### src/rtl/par_nibble_collector.sv
// Consumer side of the 4-bit request/sample parallel interface: requests nibbles,
// packs NIBBLES of them into a word, checks +1 mod 16 sequencing, offers the word valid/ready.
module par_nibble_collector #(
  parameter int NIBBLES     = 4,
  parameter int REQ_CYCLES  = 1,
  parameter int WAIT_CYCLES = 2
) (
  input  logic                       sclk,
  input  logic                       rst,
  input  logic                       en,
  input  logic [3:0]                 data,
  output logic                       ask_for_data,
  output logic [4*NIBBLES-1:0]       word,
  output logic                       word_valid,
  input  logic                       word_ready,
  output logic [$clog2(NIBBLES)-1:0] nib_cnt,
  output logic                       seq_err,
  output logic [7:0]                 err_count,
  output logic [2:0]                 dbg_state
);

  localparam int NW   = $clog2(NIBBLES);
  localparam int CMAX = (REQ_CYCLES > WAIT_CYCLES) ? REQ_CYCLES : WAIT_CYCLES;
  localparam int CW   = $clog2(CMAX + 1);
  localparam logic [CW-1:0] REQ_LAST  = CW'(REQ_CYCLES - 1);
  localparam logic [CW-1:0] WAIT_LAST = CW'(WAIT_CYCLES - 1);
  localparam logic [NW-1:0] NIB_LAST  = NW'(NIBBLES - 1);

  if (NIBBLES < 2 || NIBBLES > 8) begin : g_bad_nibbles
    $error("NIBBLES must be in 2..8");
  end
  if (REQ_CYCLES < 1) begin : g_bad_req
    $error("REQ_CYCLES must be >= 1");
  end
  if (WAIT_CYCLES < 1) begin : g_bad_wait
    $error("WAIT_CYCLES must be >= 1");
  end

  typedef enum logic [2:0] {
    IDLE = 3'd0,
    REQ  = 3'd1,
    WAIT = 3'd2,
    CAP  = 3'd3,
    OUT  = 3'd4
  } state_t;

  state_t               state_q, state_d;
  logic [CW-1:0]        cnt_q, cnt_d;
  logic [NW-1:0]        nib_cnt_q, nib_cnt_d;
  logic [4*NIBBLES-1:0] partial_q, partial_d;
  logic [4*NIBBLES-1:0] word_q, word_d;
  logic                 word_valid_q, word_valid_d;
  logic                 ask_q, ask_d;
  logic [3:0]           prev_q, prev_d;
  logic                 have_prev_q, have_prev_d;
  logic                 seq_err_q, seq_err_d;
  logic [7:0]           err_count_q, err_count_d;

  always_comb begin
    state_d       = state_q;
    cnt_d         = cnt_q;
    nib_cnt_d     = nib_cnt_q;
    partial_d     = partial_q;
    word_d        = word_q;
    word_valid_d  = word_valid_q;
    prev_d        = prev_q;
    have_prev_d   = have_prev_q;
    seq_err_d     = seq_err_q;
    err_count_d   = err_count_q;

    // Downstream consumption; an OUT reload below overrides this in the same cycle.
    if (word_valid_q && word_ready) begin
      word_valid_d = 1'b0;
    end

    unique case (state_q)
      IDLE: begin
        if (en) begin
          state_d = REQ;
          cnt_d   = '0;
        end
      end
      REQ: begin
        if (cnt_q == REQ_LAST) begin
          state_d = WAIT;
          cnt_d   = '0;
        end else begin
          cnt_d = cnt_q + 1'b1;
        end
      end
      WAIT: begin
        if (cnt_q == WAIT_LAST) begin
          state_d = CAP;
          cnt_d   = '0;
        end else begin
          cnt_d = cnt_q + 1'b1;
        end
      end
      CAP: begin
        partial_d[4*nib_cnt_q +: 4] = data;
        if (have_prev_q && (data != (prev_q + 4'd1))) begin
          seq_err_d = 1'b1;
          if (err_count_q != 8'hFF) begin
            err_count_d = err_count_q + 8'd1;
          end
        end
        prev_d      = data;
        have_prev_d = 1'b1;
        cnt_d       = '0;
        if (nib_cnt_q == NIB_LAST) begin
          nib_cnt_d = '0;
          state_d   = OUT;
        end else begin
          nib_cnt_d = nib_cnt_q + 1'b1;
          state_d   = en ? REQ : IDLE;
        end
      end
      OUT: begin
        if (!word_valid_q || word_ready) begin
          word_d       = partial_d;
          word_valid_d = 1'b1;
          cnt_d        = '0;
          state_d      = en ? REQ : IDLE;
        end
      end
      default: begin
        state_d = IDLE;
      end
    endcase

    // Registered request strobe: high exactly while the next state is REQ.
    ask_d = (state_d == REQ);
  end

  always_ff @(posedge sclk) begin
    if (rst) begin
      state_q      <= IDLE;
      cnt_q        <= '0;
      nib_cnt_q    <= '0;
      partial_q    <= '0;
      word_q       <= '0;
      word_valid_q <= 1'b0;
      ask_q        <= 1'b0;
      prev_q       <= 4'd0;
      have_prev_q  <= 1'b0;
      seq_err_q    <= 1'b0;
      err_count_q  <= 8'd0;
    end else begin
      state_q      <= state_d;
      cnt_q        <= cnt_d;
      nib_cnt_q    <= nib_cnt_d;
      partial_q    <= partial_d;
      word_q       <= word_d;
      word_valid_q <= word_valid_d;
      ask_q        <= ask_d;
      prev_q       <= prev_d;
      have_prev_q  <= have_prev_d;
      seq_err_q    <= seq_err_d;
      err_count_q  <= err_count_d;
    end
  end

  assign ask_for_data = ask_q;
  assign word         = word_q;
  assign word_valid   = word_valid_q;
  assign nib_cnt      = nib_cnt_q;
  assign seq_err      = seq_err_q;
  assign err_count    = err_count_q;
  assign dbg_state    = state_q;

endmodule

### config.mk
export PLATFORM = sky130hd
export DESIGN_NAME = par_nibble_collector
export DESIGN_NICKNAME = d
export VERILOG_FILES = /design/src/rtl/par_nibble_collector.sv
export SDC_FILE = /design/constraint.sdc
export NUM_CORES = 1
export LEC_CHECK = 0
export BUFFER_PORTS_ARGS = -buffer_cell sky130_fd_sc_hd__buf_2
export CORE_MARGIN = 2
export CORE_UTILIZATION = 53
export CTS_BUF_LIST = sky130_fd_sc_hd__clkbuf_4 sky130_fd_sc_hd__clkbuf_8
export DETAILED_ROUTE_END_ITERATION = 7
export GPL_TIMING_DRIVEN = 0
export PLACE_DENSITY = 0.76
export SYNTH_ARGS = -nofsm -noshare
export SYNTH_HDL_FRONTEND = slang
export SYNTH_SLANG_ARGS = --single-unit
export TNS_END_PERCENT = 10
### constraint.sdc
create_clock -name sclk -period 2.5 [get_ports sclk]
set_input_delay 0.125 -clock sclk [delete_from_list [all_inputs] [get_ports sclk]]
set_output_delay 0.125 -clock sclk [all_outputs]
set_load 0.1 [all_outputs]
After elaboration in Yosys (flattened, before gate mapping)

Index checks and enable logic that the tools add are counted.

Add/sub/neg operators: 5
Equal/unequal tests: 11
Shifts and indexed selects: 2
Multiplexer cells: 17
Reduce and logical (&&, ||, !) cells: 11

Operators with widths:

| cell                    | count |
|---|---|
| $neg 4->34              | 1 |
| $shift 4x34->16 const A | 1 |
| $shiftx 4x34->16        | 1 |
| $bwmux 16               | 1 |
| $mux 3                  | 5 |
| $pmux 3 s5              | 1 |
| $mux 2                  | 5 |
| $pmux 2 s5              | 1 |
| $add 8x1->8 const B     | 1 |
| $ne 8x8->1 const B      | 1 |
| $eq 3x1->1 const B      | 2 |
| $eq 3x2->1 const B      | 2 |
| $reduce_and 3->1        | 2 |
| $reduce_bool 5->1       | 1 |
| $add 2x1->2 const B     | 2 |
| $add 4x1->4 const B     | 1 |
| $mux 1                  | 4 |
| $ne 2x2->1 const B      | 2 |
| $ne 4x4->1              | 1 |
| $reduce_and 2->1        | 2 |
| $eq 3x3->1 const B      | 1 |
| $logic_not 3->1         | 1 |
| $eq 2x1->1 const B      | 1 |
| $eq 2x2->1 const B      | 1 |
| other kinds (4)         | 5 |

Bits in registers: 55
Input bits: 8
Output and inout bits: 32
Word-level logic and storage cells: 57

Longest topological paths before layout

Gate-level depths: netlist of run 1.

Depth after elaboration: 5
Mapped depth: 8
Depth with buffers taken out: 6

Worst setup path after synthesis of run 1

Ideal clock, no wire load.

Path type: flip-flop to flip-flop
Start: reg state_q[0] (netlist: dbg_state[0])
End: reg err_count_q[3] (netlist: err_count[3])
Library setup time: 0.123 ns
Arrival: 2.422 ns
Slack: -0.045 ns
Stages on the path, launching flop included: 9
Period minus slack after synthesis: 2.545 ns
Path through: dfxtp_1 -> buf_4 -> and3b_1 -> buf_4 -> nand2_2 -> a31o_2 -> buf_2 -> nor3_1 -> mux2_1

Longest elaborated chain between the ends: 2

RTL lines:

| item                              | RTL line | RTL |
|---|---|---|
| start, declared                   | 47       | `state_t state_q, state_d;` |
| start signal, assigned            | 149      | `state_q <= state_d;` |
| $eq 3x2->1                        | 76       | `unique case (state_q)` |
| $reduce_and 3->1 (no source line) | --       |  |
| end signal, assigned              | 159      | `err_count_q <= err_count_d;` |
| end, declared                     | 57       | `logic [7:0] err_count_q, err_count_d;` |

Every way passes these cells.
A chain may end at the register's enable or synchronous reset.

Worst setup path in the final report of run 1

Same ends and word-level chain as after synthesis.

==> results of run 1 <==
[cells by family after synthesis]
kind of cell    count (synthesis)  share of synthesized area [%]
compound gates                 62                           14.7
flops                          55                           44.8
simple gates                  138                           27.0
mux                             2                          0.916
buf+inv                        23                           4.38
xor+xnor                        6                           2.14
fa+ha+maj                      12                           6.11
[layer usage]
| layer | up-vias | GRT usage [%] | part of all wire, % |
|---|---|---|---|
| met4 | 0 | 7.34 | 1.5 |
| met3 | 6 | 4.86 | 4.5 |
| li1 | 1106 | - | - |
| met2 | 44 | 32.5 | 46 |
| met1 | 955 | 27.0 | 48 |
| met5 | - | 0 | 0 |
[state kept, by name, summed over array words and instances, names as in the netlist]
register / count
have_prev_q: 1
word: 16
nib_cnt: 2
word_valid: 1
ask_for_data: 1
seq_err: 1
prev_q: 4
partial_q: 16
cnt_q: 2
dbg_state: 3
err_count: 8
[cells in the mapped netlist, drive strengths merged, types with 3 or more instances]
cell type / n / area share [%]
a21oi: 44 / 9.0
a22oi: 3 / 0.92
and2: 9 / 2.3
buf: 8 / 2.1
clkbuf: 8 / 1.2
dfxtp: 55 / 45
ha: 12 / 6.1
inv: 7 / 1.1
nand2: 66 / 10
nand3: 19 / 3.9
nor2: 14 / 2.1
nor2b: 5 / 1.3
nor3: 6 / 1.2
nor3b: 4 / 1.2
nor4: 4 / 1.6
o21a: 3 / 0.92
o21ai: 3 / 0.61
o31a: 3 / 1.1
xnor2: 4 / 1.4
[worst max-delay path by stage]
stage / cells past startpoint / from / end
3_5_place_dp: 8 / dbg_state[0] / err_count[3]
6_report: 8 / dbg_state[0] / err_count[3]
5_1_grt: 8 / dbg_state[0] / err_count[3]
3_3_place_gp: 8 / dbg_state[0] / err_count[3]
2_1_floorplan: 5 / nib_cnt[0] / partial_q[10]
4_1_cts: 8 / dbg_state[0] / err_count[3]
[power groups by stage]
stage	clock network (mW)	logic, mW	registers, mW
2_1_floorplan	0	0.0687	0.946
3_3_place_gp	0	0.135	0.911
3_5_place_dp	0	0.137	0.911
4_1_cts	0.591	0.137	0.890
5_1_grt	0.621	0.150	0.892
6_report	0.575	0.137	0.890
[critical path: stages, from the launching register on]
cell and delay [ns]:
dfxtp_2 0.34, buf_4 0.14, and3b_1 0.16, buf_4 0.14
nand2_2 0.10, a31o_2 0.23, buf_2 0.17, nor3_1 0.20
mux2_1 0.34
[cell type report]
cell class                 instances  area share, %
clock inverter                     1           1.06
inverter                           7          0.931
sequential                        55           39.1
buffer                            16           2.88
clock buffer                       6           2.70
tap                               52           2.30
timing repair buffer              38           6.74
multi-input combinational        220           44.3
[through the flow]
stage | instances | instance area, um2
2_1_floorplan | 298 | 2460
3_3_place_gp | 388 | 2720
3_5_place_dp | 388 | 2720
4_1_cts | 395 | 2820
5_1_grt | 395 | 2820
6_report | 395 | 2820
==> results.env, run 1 <==
NFILLCELLS=404
START_UTIL_PCT=55.7
POWER.SWITCHING_mW=0.375
MAXSLEWHEADROOM_PCT=67.2
TIGHTESTPINTRANSITION_NS=0.489
MULTIINPUTGATEAREA_UM2=1250
FINISH.UTILIZATION_PCT=63.9
FINAL_NET_COUNT=363
TRITONCTS_NUM_SINKS=55
AVG_CELL_AREA_SYN_UM2=8.25
DRV_SLEW=0
DRIVE_ABOVE_1_SHARE_PCT=16.9
SYNTH_CELL_TYPE_COUNT=42
TOTAL_POWER_mW=1.60
TRITONCTS='built'
GRT_PASS1_WL_UM=8420
LAYOUT_COMMONEST_CELL='nand2_1'
FINAL.SETUP.TNS_NS=0
FINAL.SETUP_SKEW_NS=0.00595
FP.DIEAREA_UM2=5200
DETAIL_ROUTE.VIAS_PER_CELL=5.34
DP_WORST_SETUP_SLACK_NS=0.577
R2R-START='dbg_state[0]'
SYNTH_AREA_UM2=2460
HOLD-PATH-CELL-COUNT=3
CRIT_PATH_END_KIND='register'
PERIOD_NEEDED_NS=1.94
TIMING.CRITICAL_PATH.ARRIVAL_NS=2.13
ANTENNADIODECOUNT=0
P_SEQ_SHARE_PCT=55.6
WORST_SLACK_NS=0.564
PIN_COUNT_OF_THE_BIGGEST_NET_ENTERING_GLOBAL_ROUTING=16
CTS.REPAIR_TIMING.SETUP_BUFFER_COUNT=0
CLK_PIN_SLEW_NS=0.09
BUFFER_PORTS.INSERTED=38
POWER_FRAC_CLOCK_PCT=35.9
CTS_BUFFERS=5
FIRSTDRTPASSITERS=4
CLOCK_PATH_BUFFERS=2
POWER_FRAC_COMB_PCT=8.6
SYNTH_EDF_COUNT=0
CTSRESIZECOUNT=0
CRITICAL_PATH_PEAK_FANOUT=10
ROOT_BUFFER='clkbuf_8'
CRITPATHKIND='register to register'
OVERALL_DIE_HEIGHT_UM=72.1
HOLDWS_NS=0.0907
CRIT-REG2REG-CAPTURE='err_count[3]'
DETAIL_PLACEMENT_HPWL_UM=3580
MOSTFREQUENTLAYOUTCELLS='nand2_1, dfxtp_1, a21oi_1'
WORST_EP_REQUIRED_TIME_NS=2.69
SYNTH_SEQUENTIAL_AREA_RATIO_PCT=44.8
DRC=0
POWER_DENSITY_nW_PER_UM2=568
TIMING.FMAX_GHz=0.516
STATIC-LEAKAGE-POWER_nW=1.11
WHS_ENDPOINT='dbg_state[0]'
FP-ROW-COUNT=24
VDD_DROP_MAX_V=0.000395
CLOCK_TREE.HTREE_LEVEL_COUNT=2
AVGROUTEDWIREPERCELL_UM=12.5
FLOORPLAN.DIE.WIDTH_UM=72.1
ROUTED_WIRELENGTH_UM=4960
SW_FRAC_OF_TOTAL_PCT=23.4
SYNTHTOLAYOUTAREAGROWTH_PCT=14.8
SETUP_REPAIR_AFTER_GLOBAL_ROUTING_MISSED_ITS_MARGIN='false'
RUN_STATUS='completed'
NUM_VIAS=2111
TIMING.FINAL.CRIT_SHARE_PCT=77.5
GR-USAGE-ALL-LAYERS_PCT=20.4
P_INT_mW=1.23
FIRST_ITER_VIOLATIONS=112
FF2FF_SETUP_SLACK_NS=0.56
WORST_HOLD_STARTPOINT='en'
ASYNC_RESET_FF_SHARE_PCT=0
MIN_PATH_TYPE='input pin to register'
NETLIST_INSTANCES=298
PIN_COUNT=40
HOLD_BUFFER_COUNT_AT_CTS=0
ROUTE.ANTENNA.REMAINING_NETS=0
CAP_VIOL_MAX_COUNT=0
SYNTHFLOPTYPE='dfxtp_1'
WORSTSKEWPAIRLATENCY_NS=0.30
GPL_CONGESTION=0.848
SYNTH_WARNINGS=0
FIRST_GLOBAL_VIAS=1873
GRT_ANTENNA_BEFORE_REPAIR=0
YS_FF_LATCH=55
SYNTH.NET_COUNT=318
SETUP-VIOLATIONS-FINAL=0
HOLD_VIOLATIONS=0
STARTPOINT_CLASS='register'
GRT-OVFL-TOTAL=0
DEPTH_OF_THE_MOST_CRITICAL_REG_TO_REG_PATH=8
REGISTER_AREA_UM2=1100
CORE_UM2=4410
Power figures use the tool's default switching activity.
==> run 2: changes to the inputs <==
- clock period: 2.5 -> 2 ns (I/O delays scaled with it)
==> run 2 against run 1 <==
Global-route usage increased by 0.27 points. Critical path type unchanged. Clock-buffer cell count unchanged. Clock skew increased by 0.0059 ns. Highest routed layer unchanged.
==> results.env, run 2 (synthesized netlist as in run 1, its figures left out) <==
RUN_STATUS='completed'
CRITICAL_PATH_PEAK_FANOUT=10
FP-ROW-COUNT=24
MIN_PATH_TYPE='input pin to register'
STARTPOINT='prev_q[0]'
DRC=0
DRIVE_ABOVE_1_SHARE_PCT=19.2
PERIOD_NEEDED_NS=1.86
FF2FF_SETUP_SLACK_NS=0.14
CTS_BUFFERS=5
SETUP_REPAIR_AFTER_GLOBAL_ROUTING_MISSED_ITS_MARGIN='false'
FINISH.UTILIZATION_PCT=64.5
TOTAL_POWER_mW=2.05
OVERALL_DIE_HEIGHT_UM=72.1
POWER_DENSITY_nW_PER_UM2=718
TIMING.FMAX_GHz=0.537
GRT_ANTENNA_BEFORE_REPAIR=0
DP.CELLS=388
FINAL_CELL_COUNT_NO_FILL=396
PIN_COUNT_OF_THE_BIGGEST_NET_ENTERING_GLOBAL_ROUTING=18
ROUTE.ANTENNA.REMAINING_NETS=0
AVGROUTEDWIREPERCELL_UM=12.6
FINAL_NET_COUNT=363
FIRSTDRTPASSITERS=4
CRITPATHKIND='register to register'
CRIT-REG2REG-CAPTURE='err_count[0]'
GR-USAGE-ALL-LAYERS_PCT=20.6
TIMING.CRITICAL_PATH.TO='err_count[0]'
PIN_COUNT=40
CAP_VIOL_MAX_COUNT=0
STARTPOINT_CLASS='register'
GRT-OVFL-TOTAL=0
WORST_EP_REQUIRED_TIME_NS=2.23
NUM_VIAS=2174
CORE_UM2=4410
DRV_SLEW=0
DEPTH_OF_THE_MOST_CRITICAL_REG_TO_REG_PATH=6
DETAIL_ROUTE.VIAS_PER_CELL=5.49
BUFFER_PORTS.INSERTED=38
HOLD_VIOLATIONS=0
GRT_PASS1_WL_UM=8560
ANTENNADIODECOUNT=0
MAXSLEWHEADROOM_PCT=65.4
MULTIINPUTGATEAREA_UM2=1250
FINAL.SETUP_SKEW_NS=0.0118
FIRST_ITER_VIOLATIONS=137
DETAIL_PLACEMENT_HPWL_UM=3630
TIMING.CRITICAL_PATH.ARRIVAL_NS=2.09
ROOT_BUFFER='clkbuf_8'
CLOCK_TREE.HTREE_LEVEL_COUNT=2
FIRST_GLOBAL_VIAS=1927
START_UTIL_PCT=55.7
ROUTED_WIRELENGTH_UM=5010
TRITONCTS='built'
NFILLCELLS=408
R2R-START='prev_q[0]'
HOLDWS_NS=0.0598
HOLD_BUFFER_COUNT_AT_CTS=0
REGISTER_AREA_UM2=1120
CRIT_PATH_END_KIND='register'
FP.DIEAREA_UM2=5200
CLOCK_PATH_BUFFERS=2
FINAL.SETUP.TNS_NS=0
LAYOUT_COMMONEST_CELL='nand2_1'
SYNTHTOLAYOUTAREAGROWTH_PCT=15.9
TIGHTESTPINTRANSITION_NS=0.519
STATIC-LEAKAGE-POWER_nW=1.11
VDD_DROP_MAX_V=0.000424
CLK_PIN_SLEW_NS=0.09
TIMING.FINAL.CRIT_SHARE_PCT=93.2
SETUP-VIOLATIONS-FINAL=0
FLOORPLAN.DIE.WIDTH_UM=72.1
GPL_CONGESTION=0.856
WORSTSKEWPAIRLATENCY_NS=0.32
MOSTFREQUENTLAYOUTCELLS='nand2_1, dfxtp_1, a21oi_1'
TRITONCTS_NUM_SINKS=55
==> run 2: changes by cell type in the layout (fill, tap and decap cells not counted), sizes merged <==
cell | before | now
inv | 7 | 8
==> run 2: how the worst min path moves through the flow <==
stage                       start           end  slack, ns  cells after the start
after floorplan           data[3]     prev_q[3]       0.24                      2
after CTS                      en  dbg_state[0]       0.05                      3
after global placement         en  dbg_state[0]       0.39                      3
final                          en  dbg_state[0]       0.06                      3
after global routing           en  dbg_state[0]       0.08                      3
after detailed placement       en  dbg_state[0]       0.39                      3
==> run 2: what timing repair did <==
action                                  in CTS  in global routing
buffers inserted                             0                  0
gates resized for setup                      0                  1
endpoints found under the hold margin        0                  0
endpoints found under the setup margin       0                  1
==> run 2: critical path, stage by stage, from the launching register on <==
cell and delay, ns:
dfxtp_1 0.35, ha_1 0.31, xor2_1 0.17, nor4_4 0.47
buf_6 0.20, o21ai_0 0.11, a21oi_1 0.16
==> run 2: metrics by stage <==
step	setup WS, ns	cell area [um2]
CTS	0.0426	2840
global route	0.0115	2850
floorplan	-0.101	2470
finish	0.136	2850
detailed placement	0.0637	2730
global placement	0.0957	2730
==> run 2: report_power, final <==
group | internal (mW) | switching, mW | total, mW
clock | 0.392 | 0.368 | 0.760
combinational | 0.0468 | 0.127 | 0.174
sequential | 1.11 | 0.00682 | 1.11
==> run 2: layout make-up <==
type	count	share of cell area, %
multi-input cells	220	44.0
flip-flops and latches	55	39.2
repair buffers	38	6.68
plain buffers	16	2.85
clock buffers	6	2.68
well taps	52	2.28
clock inverters	2	1.36
inverters	7	0.922
==> run 2: per-layer routing <==
layer / track usage [%] / up-vias / wire (um)
met1: 26.0 / 1008 / 2300
met2: 34.4 / 53 / 2370
li1: - / 1103 / -
met3: 4.72 / 10 / 261
met5: 0 / - / 0
met4: 7.97 / 0 / 76
==> run 3: changes to the inputs <==
- CORE_ASPECT_RATIO: unset -> 1.1
- CORE_UTILIZATION: 53 -> 52
- HOLD_SLACK_MARGIN: unset -> 0.05
- PLACE_DENSITY: 0.76 -> 0.77
- clock period: 2 -> 1.6 ns (I/O delays scaled with it)
==> run 3 against run 2 <==
Total power increased by 20%. Largest cell class unchanged. Critical path depth unchanged. Clock skew decreased by 0.0055 ns. Combinational power increased by 33%. Worst hold slack improved by 0.023 ns. Clock-buffer cell count unchanged. The run now ends with setup timing left. Highest routed layer unchanged. Non-clock buffer count increased by 11. Fmax increased by 9.5%.
==> results.env, run 3 (synthesized netlist as in run 1, its figures left out) <==
RUN_STATUS='finished, violations left'
VIOLATED_CHECKS='setup timing'
CORE_UM2=4590
POWER_DENSITY_nW_PER_UM2=789
GRT_ANTENNA_BEFORE_REPAIR=0
PIN_COUNT=40
FINAL_NET_COUNT=374
TIMING.FMAX_GHz=0.587
CRITICAL_PATH.CELL_CHAIN='ha_4 -> and3_4 -> a31o_4 -> buf_8 -> nor3_4 -> mux2_4'
CAP_VIOL_MAX_COUNT=0
MAXSLEWHEADROOM_PCT=65.6
LAYOUT_COMMONEST_CELL='nand2_1'
TIGHTESTPINTRANSITION_NS=0.516
FP-ROW-COUNT=26
PIN_COUNT_OF_THE_BIGGEST_NET_ENTERING_GLOBAL_ROUTING=18
GR-USAGE-ALL-LAYERS_PCT=20.8
ROUTE.ANTENNA.REMAINING_NETS=0
STARTPOINT_CLASS='register'
ROOT_BUFFER='clkbuf_8'
DRV_SLEW=0
WORSTSKEWPAIRLATENCY_NS=0.31
OVERALL_DIE_HEIGHT_UM=76.1
CLOCK_TREE.HTREE_LEVEL_COUNT=2
CRIT_PATH_END_KIND='register'
AVGROUTEDWIREPERCELL_UM=13.4
HOLD_VIOLATIONS=0
GRT-OVFL-TOTAL=0
CPLARGESTDELAYFAMILY='flip-flops'
DRIVE_ABOVE_1_SHARE_PCT=28.7
MIN_PATH_TYPE='input pin to register'
HIGHEST_LAYER='met4'
FIRST_GLOBAL_VIAS=2069
ANTENNADIODECOUNT=0
CRITPATHBUFINV=1
DETAIL_ROUTE.VIAS_PER_CELL=5.42
SYNTHTOLAYOUTAREAGROWTH_PCT=26.2
GPL_CONGESTION=0.822
ROUTE.MET3.WL_UM=266
FLOORPLAN.DIE.WIDTH_UM=69.6
TRITONCTS='built'
FIRSTDRTPASSITERS=4
FINAL_CELL_COUNT_NO_FILL=411
STATIC-LEAKAGE-POWER_nW=1.23
CTS_BUFFERS=5
TIMING.FINAL.CRIT_SHARE_PCT=106
DETAIL_PLACEMENT_HPWL_UM=3650
FINAL.SETUP.TNS_NS=-0.479
CLK_PIN_SLEW_NS=0.10
PERIOD_NEEDED_NS=1.70
CRITPATHKIND='register to register'
MET1_LENGTH_UM=2430
DETAILROUTE.WIRELENGTH.MET2_UM=2750
VDD_DROP_MAX_V=0.000736
HOLDWS_NS=0.0830
DP.CELLS=392
MOSTFREQUENTLAYOUTCELLS='nand2_1, a21oi_1, dfxtp_1'
FIRST_ITER_VIOLATIONS=98
NUM_VIAS=2229
WORST_SLACK_NS=-0.103
CPPEAKSTAGEDELAY_NS=0.38
FP.DIEAREA_UM2=5290
DRC=0
TIMING.CRITICAL_PATH.ARRIVAL_NS=1.91
START_UTIL_PCT=53.6
ROUTED_WIRELENGTH_UM=5520
SETUP_REPAIR_AFTER_GLOBAL_ROUTING_MISSED_ITS_MARGIN='true'
SETUP-VIOLATIONS-FINAL=9
TRITONCTS_NUM_SINKS=55
GRT_PASS1_WL_UM=9100
BUFFER_PORTS.INSERTED=38
FINAL.SETUP_SKEW_NS=0.00629
CLOCK_PATH_BUFFERS=2
WORST_PATH_MAX_DELAY_CELL='dfxtp_4'
CRITICAL_PATH_PEAK_FANOUT=5
WORST_EP_REQUIRED_TIME_NS=1.81
==> run 3: metrics by stage <==
stage	cell area (um2)	utilization [%]	total power, mW	setup WS (ns)
finish	3100	67.6	2.45	-0.103
CTS	2960	64.4	2.47	-0.183
global route	3100	67.6	2.54	-0.156
detailed placement	2780	60.6	1.64	-0.205
floorplan	2520	-	1.59	-0.290
global placement	2780	60.6	1.64	-0.184
==> run 3: repair_timing <==
action | 4_1_cts | 5_1_grt
pin swaps | 8 | 13
endpoints found under the hold margin | 1 | 0
gates resized for setup | 11 | 21
gates cloned | 1 | 1
setup buffers | 2 | 8
hold buffers | 1 | 0
setup endpoints to repair | 35 | 35
==> run 3: path summary, 6_finish.rpt <==
kind	from	end	slack, ns	depth (start not counted)
max reg2reg	err_count[0]	err_count[3]	-0.10	6
min	data[1]	prev_q[1]	0.08	3
min reg2reg	word[10]	word[10]	0.46	2
max	err_count[0]	err_count[3]	-0.10	6
==> run 3: where the power goes <==
part	leakage, nW	internal (mW)	switching, mW	total (mW)
combinational	0.726	0.0715	0.160	0.231
clock	0.0474	0.354	0.465	0.820
sequential	0.452	1.38	0.0177	1.40
total	1.23	1.80	0.643	2.45
==> run 3: layout make-up <==
| class | instances | area [um2] |
|---|---|---|
| plain buffers | 14 | 87.6 |
| clock buffers | 6 | 82.6 |
| clock inverters | 2 | 16.3 |
| fillers | 382 | 1490 |
| inverters | 7 | 26.3 |
| multi-input cells | 220 | 1370 |
| flip-flops and latches | 55 | 1130 |
| well taps | 56 | 70.1 |
| repair buffers | 51 | 315 |
==> run 3: worst reg2reg max path, cell delays in order, from the launching register on <==
cell     delay, ns
dfxtp_4       0.38
ha_4          0.17
and3_4        0.18
a31o_4        0.26
buf_8         0.13
nor3_4        0.18
mux2_4        0.31
==> run 3: metal layers <==
metal  global-route usage, %  vias up
met2                    35.5       53
met5                       0        -
met1                    25.9     1040
met3                    4.23        8
li1                        -     1128
met4                    7.65        0
